--- src/rtl/layer3_reader_pkg.sv ---
// Shared types and helpers for the layer-3 result read sequencer.
package layer3_reader_pkg;

    localparam int ADDR_W = 16;

    typedef enum logic [1:0] {
        IDLE  = 2'd0,
        RUN   = 2'd1,
        FLUSH = 2'd2,
        DONE  = 2'd3
    } reader_state_t;

    // True when (row, col) is the bottom-right corner of a width x width map.
    function automatic logic is_last_coord(
        input logic [ADDR_W-1:0] row,
        input logic [ADDR_W-1:0] col,
        input int unsigned       width
    );
        logic [ADDR_W-1:0] last_idx;
        last_idx = ADDR_W'(width - 1);
        return (row == last_idx) && (col == last_idx);
    endfunction

endpackage

--- src/rtl/layer3_raster_addr_gen.sv ---
// Row/column raster counter for a WIDTH x WIDTH map with selectable scan order.
module layer3_raster_addr_gen
    import layer3_reader_pkg::*;
#(
    parameter int WIDTH = 4
) (
    input  logic              clk,
    input  logic              rst,
    input  logic              clear,
    input  logic              col_major,
    input  logic              advance,
    output logic [ADDR_W-1:0] row_addr,
    output logic [ADDR_W-1:0] col_addr,
    output logic              at_last
);

    localparam int CNT_W = $clog2(WIDTH);
    localparam logic [CNT_W-1:0] LAST_IDX = CNT_W'(WIDTH - 1);
    localparam logic [CNT_W-1:0] ONE      = CNT_W'(1);

    logic [CNT_W-1:0] row_reg, col_reg, row_next, col_next;
    logic [CNT_W-1:0] fast_cnt, slow_cnt, fast_next, slow_next;
    logic             col_major_reg;

    // The "fast" counter is col in row-major order and row in column-major order.
    always_comb begin
        fast_cnt  = col_major_reg ? row_reg : col_reg;
        slow_cnt  = col_major_reg ? col_reg : row_reg;
        fast_next = (fast_cnt == LAST_IDX) ? '0 : fast_cnt + ONE;
        slow_next = slow_cnt;
        if (fast_cnt == LAST_IDX) begin
            slow_next = (slow_cnt == LAST_IDX) ? '0 : slow_cnt + ONE;
        end
        row_next = col_major_reg ? fast_next : slow_next;
        col_next = col_major_reg ? slow_next : fast_next;
    end

    always_ff @(posedge clk) begin
        if (!rst) begin
            row_reg       <= '0;
            col_reg       <= '0;
            col_major_reg <= 1'b0;
        end else if (clear) begin
            row_reg       <= '0;
            col_reg       <= '0;
            col_major_reg <= col_major;
        end else if (advance) begin
            row_reg <= row_next;
            col_reg <= col_next;
        end
    end

    assign row_addr = ADDR_W'(row_reg);
    assign col_addr = ADDR_W'(col_reg);
    assign at_last  = is_last_coord(row_addr, col_addr, WIDTH);

endmodule

--- src/rtl/layer3_result_reader.sv ---
// Streams the whole layer-3 result map out of memory in raster order through a
// registered valid/ready port, flagging the last element and pulsing done.
`ifndef LAYER3_OUTPUT_LENGTH
`define LAYER3_OUTPUT_LENGTH 8
`endif
`ifndef LAYER4_WIDTH
`define LAYER4_WIDTH 4
`endif

module layer3_result_reader
    import layer3_reader_pkg::*;
#(
    parameter int DATA_W = `LAYER3_OUTPUT_LENGTH,
    parameter int WIDTH  = `LAYER4_WIDTH
) (
    input  logic              clk,
    input  logic              rst,
    input  logic              start,
    input  logic              col_major,
    output logic [15:0]       read_row_addr,
    output logic [15:0]       read_col_addr,
    output logic              layer3_result_read_signal,
    input  logic [DATA_W-1:0] layer3_result_output,
    output logic [DATA_W-1:0] out_data,
    output logic              out_valid,
    input  logic              out_ready,
    output logic              out_last,
    output logic              busy,
    output logic              done
);

    reader_state_t     state_reg, state_next;
    logic              load;
    logic              read_en;
    logic              addr_clear;
    logic              word_release;
    logic              at_last;
    logic [DATA_W-1:0] out_data_reg;
    logic              out_valid_reg;
    logic              out_last_reg;
    logic              done_reg;

    layer3_raster_addr_gen #(
        .WIDTH(WIDTH)
    ) u_addr_gen (
        .clk      (clk),
        .rst      (rst),
        .clear    (addr_clear),
        .col_major(col_major),
        .advance  (read_en),
        .row_addr (read_row_addr),
        .col_addr (read_col_addr),
        .at_last  (at_last)
    );

    // The output register can take a new word when empty or being drained.
    assign load = !out_valid_reg || out_ready;

    always_comb begin
        state_next   = state_reg;
        read_en      = 1'b0;
        addr_clear   = 1'b0;
        word_release = 1'b0;
        case (state_reg)
            IDLE: begin
                if (start) begin
                    addr_clear = 1'b1;
                    state_next = RUN;
                end
            end
            RUN: begin
                if (load) begin
                    read_en = 1'b1;
                    if (at_last) begin
                        state_next = FLUSH;
                    end
                end
            end
            FLUSH: begin
                if (out_ready) begin
                    word_release = 1'b1;
                    state_next   = DONE;
                end
            end
            DONE:    state_next = IDLE;
            default: state_next = IDLE;
        endcase
    end

    always_ff @(posedge clk) begin
        if (!rst) begin
            state_reg <= IDLE;
        end else begin
            state_reg <= state_next;
        end
    end

    always_ff @(posedge clk) begin
        if (!rst) begin
            out_data_reg  <= '0;
            out_valid_reg <= 1'b0;
            out_last_reg  <= 1'b0;
            done_reg      <= 1'b0;
        end else begin
            done_reg <= (state_reg == DONE);
            if (read_en) begin
                out_data_reg  <= layer3_result_output;
                out_valid_reg <= 1'b1;
                out_last_reg  <= at_last;
            end else if (word_release) begin
                out_valid_reg <= 1'b0;
                out_last_reg  <= 1'b0;
            end
        end
    end

    assign layer3_result_read_signal = read_en;
    assign out_data                  = out_data_reg;
    assign out_valid                 = out_valid_reg;
    assign out_last                  = out_last_reg;
    assign done                      = done_reg;
    assign busy                      = (state_reg != IDLE);

endmodule
--- config.mk ---
export PLATFORM = sky130hd
export DESIGN_NAME = layer3_result_reader
export DESIGN_NICKNAME = d
export VERILOG_FILES = /design/src/rtl/layer3_reader_pkg.sv /design/src/rtl/layer3_raster_addr_gen.sv /design/src/rtl/layer3_result_reader.sv
export SDC_FILE = /design/constraint.sdc
export NUM_CORES = 1
export LEC_CHECK = 0
export ABC_AREA = 1
export CELL_PAD_IN_SITES_DETAIL_PLACEMENT = 1
export CELL_PAD_IN_SITES_GLOBAL_PLACEMENT = 1
export CORE_MARGIN = 3
export CORE_UTILIZATION = 29
export CTS_BUF_LIST = sky130_fd_sc_hd__clkbuf_4 sky130_fd_sc_hd__clkbuf_8 sky130_fd_sc_hd__clkbuf_16
export CTS_CLUSTER_SIZE = 28
export DETAILED_ROUTE_END_ITERATION = 7
export GPL_ROUTABILITY_DRIVEN = 0
export PLACE_DENSITY_LB_ADDON = 0.1
export SYNTH_ARGS = -nofsm -noshare
export SYNTH_HDL_FRONTEND = slang
export SYNTH_HIERARCHICAL = 1
export SYNTH_SLANG_ARGS = --single-unit
export TNS_END_PERCENT = 50
--- constraint.sdc ---
create_clock -name clk -period 2.5 [get_ports clk]
set_input_delay 0.5 -clock clk [delete_from_list [all_inputs] [get_ports clk]]
set_output_delay 0.5 -clock clk [all_outputs]
set_load 0.02 [all_outputs]
Word level (Yosys, flattened, before mapping)
Index checks and enable logic that the tools add are counted.
{"block": "totals", "reg_bits": 18, "in_bits": 13, "output_inout_bits": 45}
{"block": "op_classes", "n_addsub": 2, "bitwise_logic": 1, "mux": 21, "reduce_logical": 8, "n_eq_ne": 11}
{"op": "$mux 2", "count": 11}
{"op": "$eq 2x2->1 const B", "count": 6}
{"op": "$mux 1", "count": 9}
{"op": "$ne 2x2->1 const B", "count": 4}
{"op": "$pmux 2 s4", "count": 1}
{"op": "$add 2x1->2 const B", "count": 2}
{"op": "$reduce_and 4->1", "count": 1}
{"op": "$reduce_bool 2->1", "count": 2}
{"op": "$eq 2x1->1 const B", "count": 1}
{"op": "$logic_not 2->1", "count": 1}
{"op": "$reduce_or 2->1", "count": 1}
{"op": "$logic_and 1x1->1", "count": 1}
{"op": "$logic_not 1->1", "count": 1}
{"op": "$logic_or 1x1->1", "count": 1}
{"op": "$not 1->1", "count": 1}

Depth between registers and ports, before layout
{"block": "depth", "depth_word": 5, "ltp_mapped": 8, "mapped_depth_nobuf": 8}

Hierarchy
Netlist, hierarchy kept.
{"module": "layer3_raster_addr_gen", "area_each_um2": 598.1, "seq_area_each_um2": 100.1, "cells_each": 87, "instances": 1}
{"module": "layer3_result_reader", "area_each_um2": 593.1, "seq_area_each_um2": 260.2, "cells_each": 82, "instances": 1}

Worst setup path after synthesis
OpenSTA, ideal clock, no wires.
{"block": "synth_timing", "kind": "register to register", "startpoint": "reg u_addr_gen.row_reg[0]", "endpoint": "reg state_reg[0]", "stages_incl_launch_ff": 9, "setup_ns": 0.064, "required_ns": 2.436, "slack_ns": 1.022, "arrival_ns": 1.414, "n_path_buf": 0, "path_cell_list": "dfxtp_1 inv_1 nor4_1 inv_1 nand2_1 nand2_1 nor2_1 nor2_1 nor2_1"}
{"block": "synth_between", "elab_chain_len": 4}
{"element": "start: declaration", "line": "layer3_raster_addr_gen.sv:21", "source": "logic [CNT_W-1:0] row_reg, col_reg, row_next, col_next;"}
{"element": "start signal: assignment", "line": "layer3_raster_addr_gen.sv:48", "source": "row_reg <= row_next;"}
{"element": "$eq 2x2->1", "line": "layer3_reader_pkg.sv:21", "source": "return (row == last_idx) && (col == last_idx);"}
{"element": "$logic_and 1x1->1", "line": "layer3_reader_pkg.sv:21"}
{"element": "via at_last", "line": "layer3_result_reader.sv:37", "source": "logic at_last;"}
{"element": "$ne 2x2->1 (no source line)"}
{"element": "$reduce_and 4->1 (no source line)"}
{"element": "end signal: assignment", "line": "layer3_result_reader.sv:94", "source": "state_reg <= state_next;"}
{"element": "end: declaration", "line": "layer3_result_reader.sv:32", "source": "reader_state_t state_reg, state_next;"}
The timed path passes the listed nets, and every way through them passes these cells.
A chain may end at the register's enable or synchronous reset.

Worst setup path in the final report
{"block": "layout_timing", "startpoint": "in out_ready", "endpoint": "out layer3_result_read_signal"}
{"block": "layout_between", "elab_chain_len": 3}
{"element": "start: declaration", "line": "layer3_result_reader.sv:26", "source": "input logic out_ready,"}
{"element": "$logic_or 1x1->1", "line": "layer3_result_reader.sv:57", "source": "assign load = !out_valid_reg || out_ready;"}
{"element": "$mux 1", "line": "layer3_result_reader.sv:72", "source": "if (load) begin"}
{"element": "$mux 1", "line": "layer3_result_reader.sv:64", "source": "case (state_reg)"}
{"element": "end: declaration", "line": "layer3_result_reader.sv:22", "source": "output logic layer3_result_read_signal,"}
No other way between the ends.

==> results.py <==
metrics = {
    "setup_path": {
        "r2r_start": "u_addr_gen/row_reg[0]$_SDFFE_PP0P_",
        "ff2ff_path_depth": 8,
        "critPathMaxFanout": 3,
        "cp.arrival_ps": 1870,
        "crit_chain": "clkdlybuf4s50_1 > inv_2 > nand2_2 > nand2_4 > inv_6 > clkdlybuf4s50_1",
        "rr_endpoint": "state_reg[1]$_SDFFE_PN0P_",
        "required_ps": 2000,
        "cp-end-kind": "output port",
        "slowest_delay_ps": 600,
        "critical_path_class": "primary input to output port",
        "startpoint_type": "primary input",
        "r2r_slack_ps": 810,
        "path_common_cell": "clkdlybuf4s50_1",
        "cpMaxStageDelayCell": "clkdlybuf4s50_1",
    },
    "grt": {
        "grt_antenna_before_repair": 0,
        "grt_pass1_wl_um": 5030,
        "gr-total-overflow": 0,
        "grt_max_degree": 16,
        "grt_usage_pct": 12.3,
        "grt_pass1_vias": 1118,
    },
    "clock_tree": {
        "clock_latency_ps": 250,
        "postCtsSetupRepairBufs": 0,
        "clock_sinks": 18,
        "ctsHtreeMaxLevel": 1,
        "root_buffer": "clkbuf_8",
        "numCtsBuffers": 3,
        "tritoncts": "built",
        "clk_pin_slew_ps": 70,
        "cts_resized": 0,
        "clk_path_buf_depth": 2,
        "hold_buffers": 0,
    },
    "pwr": {
        "ir_worst_vdd_mv": 0.337,
        "p_leak_nw": 0.677,
        "powerDensity_nw_per_um2": 1010,
    },
    "worst_hold_path": {
        "whs_endpoint": "out_data[1]$_SDFFE_PN0P_",
        "min-delay-start": "out_data[1]$_SDFFE_PN0P_",
        "whs_path_depth": 2,
        "worstHoldPathType": "register to register",
    },
    "detailed_routing": {
        "ant_nets": 0,
        "avgRoutedWirePerCell_um": 11.7,
        "remaining_drc_errors": 0,
        "first_pass_iters": 4,
        "drt-initial-drc-count": 27,
        "wl_um": 2910,
        "vias": 1061,
        "post_drt_via_cell_ratio": 4.26,
    },
    "layout": {
        "syn_to_final_growth_pct": 24.4,
        "largest_reg_flops": 8,
        "drive_above_1_share_pct": 10.9,
        "fin_nets": 221,
        "final_cell_area_um2": 1480,
        "diodes": 0,
    },
    "die": {
        "ios": 58,
        "die_area_um2": 4910,
        "chipWidth_um": 70.1,
        "row_count": 22,
        "initial_core_util_pct": 31.4,
        "die_height_um": 70.1,
        "core-area_um2": 3800,
    },
    "sta": {
        "fin_worst_skew_ps": 2.09,
        "rsz0062_at_grt": "no",
        "tightest_slew_ps": 686,
        "setup_violations": 0,
        "drv_slew": 0,
        "min_period_ps": 2370,
        "fmax_mhz": 422,
        "hold_violations": 0,
        "fin_tns_setup_ps": 0,
        "relSlewSlack_pct": 53.9,
        "fin_crit_sh_pct": 94.9,
    },
    "synthesis": {
        "synth_seq_cells": 18,
        "synthDistinctLibCells": 23,
        "yosysTopAreaCellShare_pct": 30.3,
        "avgSynthCellArea_um2": 7.05,
        "synth_area_leaders": "dfxtp_1 30%, buf_4 18%, nand2_1 8.8%",
        "synthCells": 169,
        "yosysWarningCount": 6,
        "synth_area_leader_cell": "dfxtp_1",
        "yosysSeqAreaShare_pct": 30.3,
        "syn_area_um2": 1190,
    },
    "run": {
        "cap_violations": 0,
    },
    "placed_design": {
        "placed_area_um2": 1440,
        "dp_hpwl_um": 2290,
        "io_buffers": 29,
    },
    "run_status": {
        "status": "finished clean",
    },
}
==> layout by cell type (no fill, tap or decap), types with 3 or more instances in the layout <==
cell type and count:
o21ai_0 12, a21oi_1 4, clkbuf_8 3, nand2_1 28
ha_1 5, conb_1 28, nand2_2 5, nor2_1 26
nand3_1 6, inv_1 18, clkdlybuf4s50_1 29, dfxtp_1 18
buf_4 3, a21oi_2 5
==> worst max-delay path: cells and delay by family <==
kind / cells / cell delay (ps)
buffers and inverters: 4 / 1210
and+or+nand+nor: 2 / 160
==> logic make-up (layout without fill, tap and decap cells) <==
group	after synthesis	count (layout)	share of synthesized area, %
AOI/OAI and AO/OA	25	25	12.4
xor gates and xnor gates	1	1	1.37
DFF	18	18	30.3
buffers and inverters	51	56	25.9
adders and majority gates	5	5	5.25
other	1	28	0.315
and+or+nand+nor	68	68	24.5
==> metrics by stage <==
step	hold slack (ps)	instances	power [mW]	setup slack (ps)	utilization (%)
floorplan	497	196	1.02	1020	-
global placement	465	246	1.29	156	37.9
detailed placement	479	246	1.31	135	37.9
CTS	494	249	1.52	111	39.0
global route	521	249	1.64	78.7	39.0
finish	487	249	1.50	128	39.0
==> where the power goes <==
group	internal (mW)	switching, mW
registers	0.380	0.0796
clock network	0.107	0.0965
logic	0.339	0.494
==> cells in the mapped netlist (all sizes together) <==
cell and instances:
a31oi 1, ha 5, conb 1, xor2 1
a21oi 9, o21ai 14, nand3 7, nand2 34
o31ai 1, nor2 26, inv 21, buf 29
dfxtp 18, clkbuf 1, nor4 1
==> final cells by class <==
| class | count | area, µm² |
|---|---|---|
| fill | 502 | 2320 |
| timing repair buffer | 32 | 313 |
| sequential | 18 | 360 |
| multi-input combinational | 127 | 623 |
| inverter | 21 | 83.8 |
| clock buffer | 3 | 41.3 |
| tap | 48 | 60.1 |
==> worst max-delay path by stage <==
stage	to	slack (ps)	cells after the start	start
after detailed placement	layer3_result_read_signal	130	6	out_ready
final	layer3_result_read_signal	130	6	out_ready
after global placement	layer3_result_read_signal	160	6	out_ready
after CTS	layer3_result_read_signal	110	6	out_ready
after floorplan	state_reg[0]$_SDFFE_PN0P_	1020	8	u_addr_gen/row_reg[0]$_SDFFE_PP0P_
after global routing	layer3_result_read_signal	80	6	out_ready
==> routing by layer <==
metal	wire length [µm]	global-route usage, %	share of wire, %
met5	0	0	0
met4	31	3.83	1.1
met3	183	3.60	6.3
met2	1470	21.6	50
met1	1230	14.3	42
Note: power is estimated with default switching activity, not from simulation.
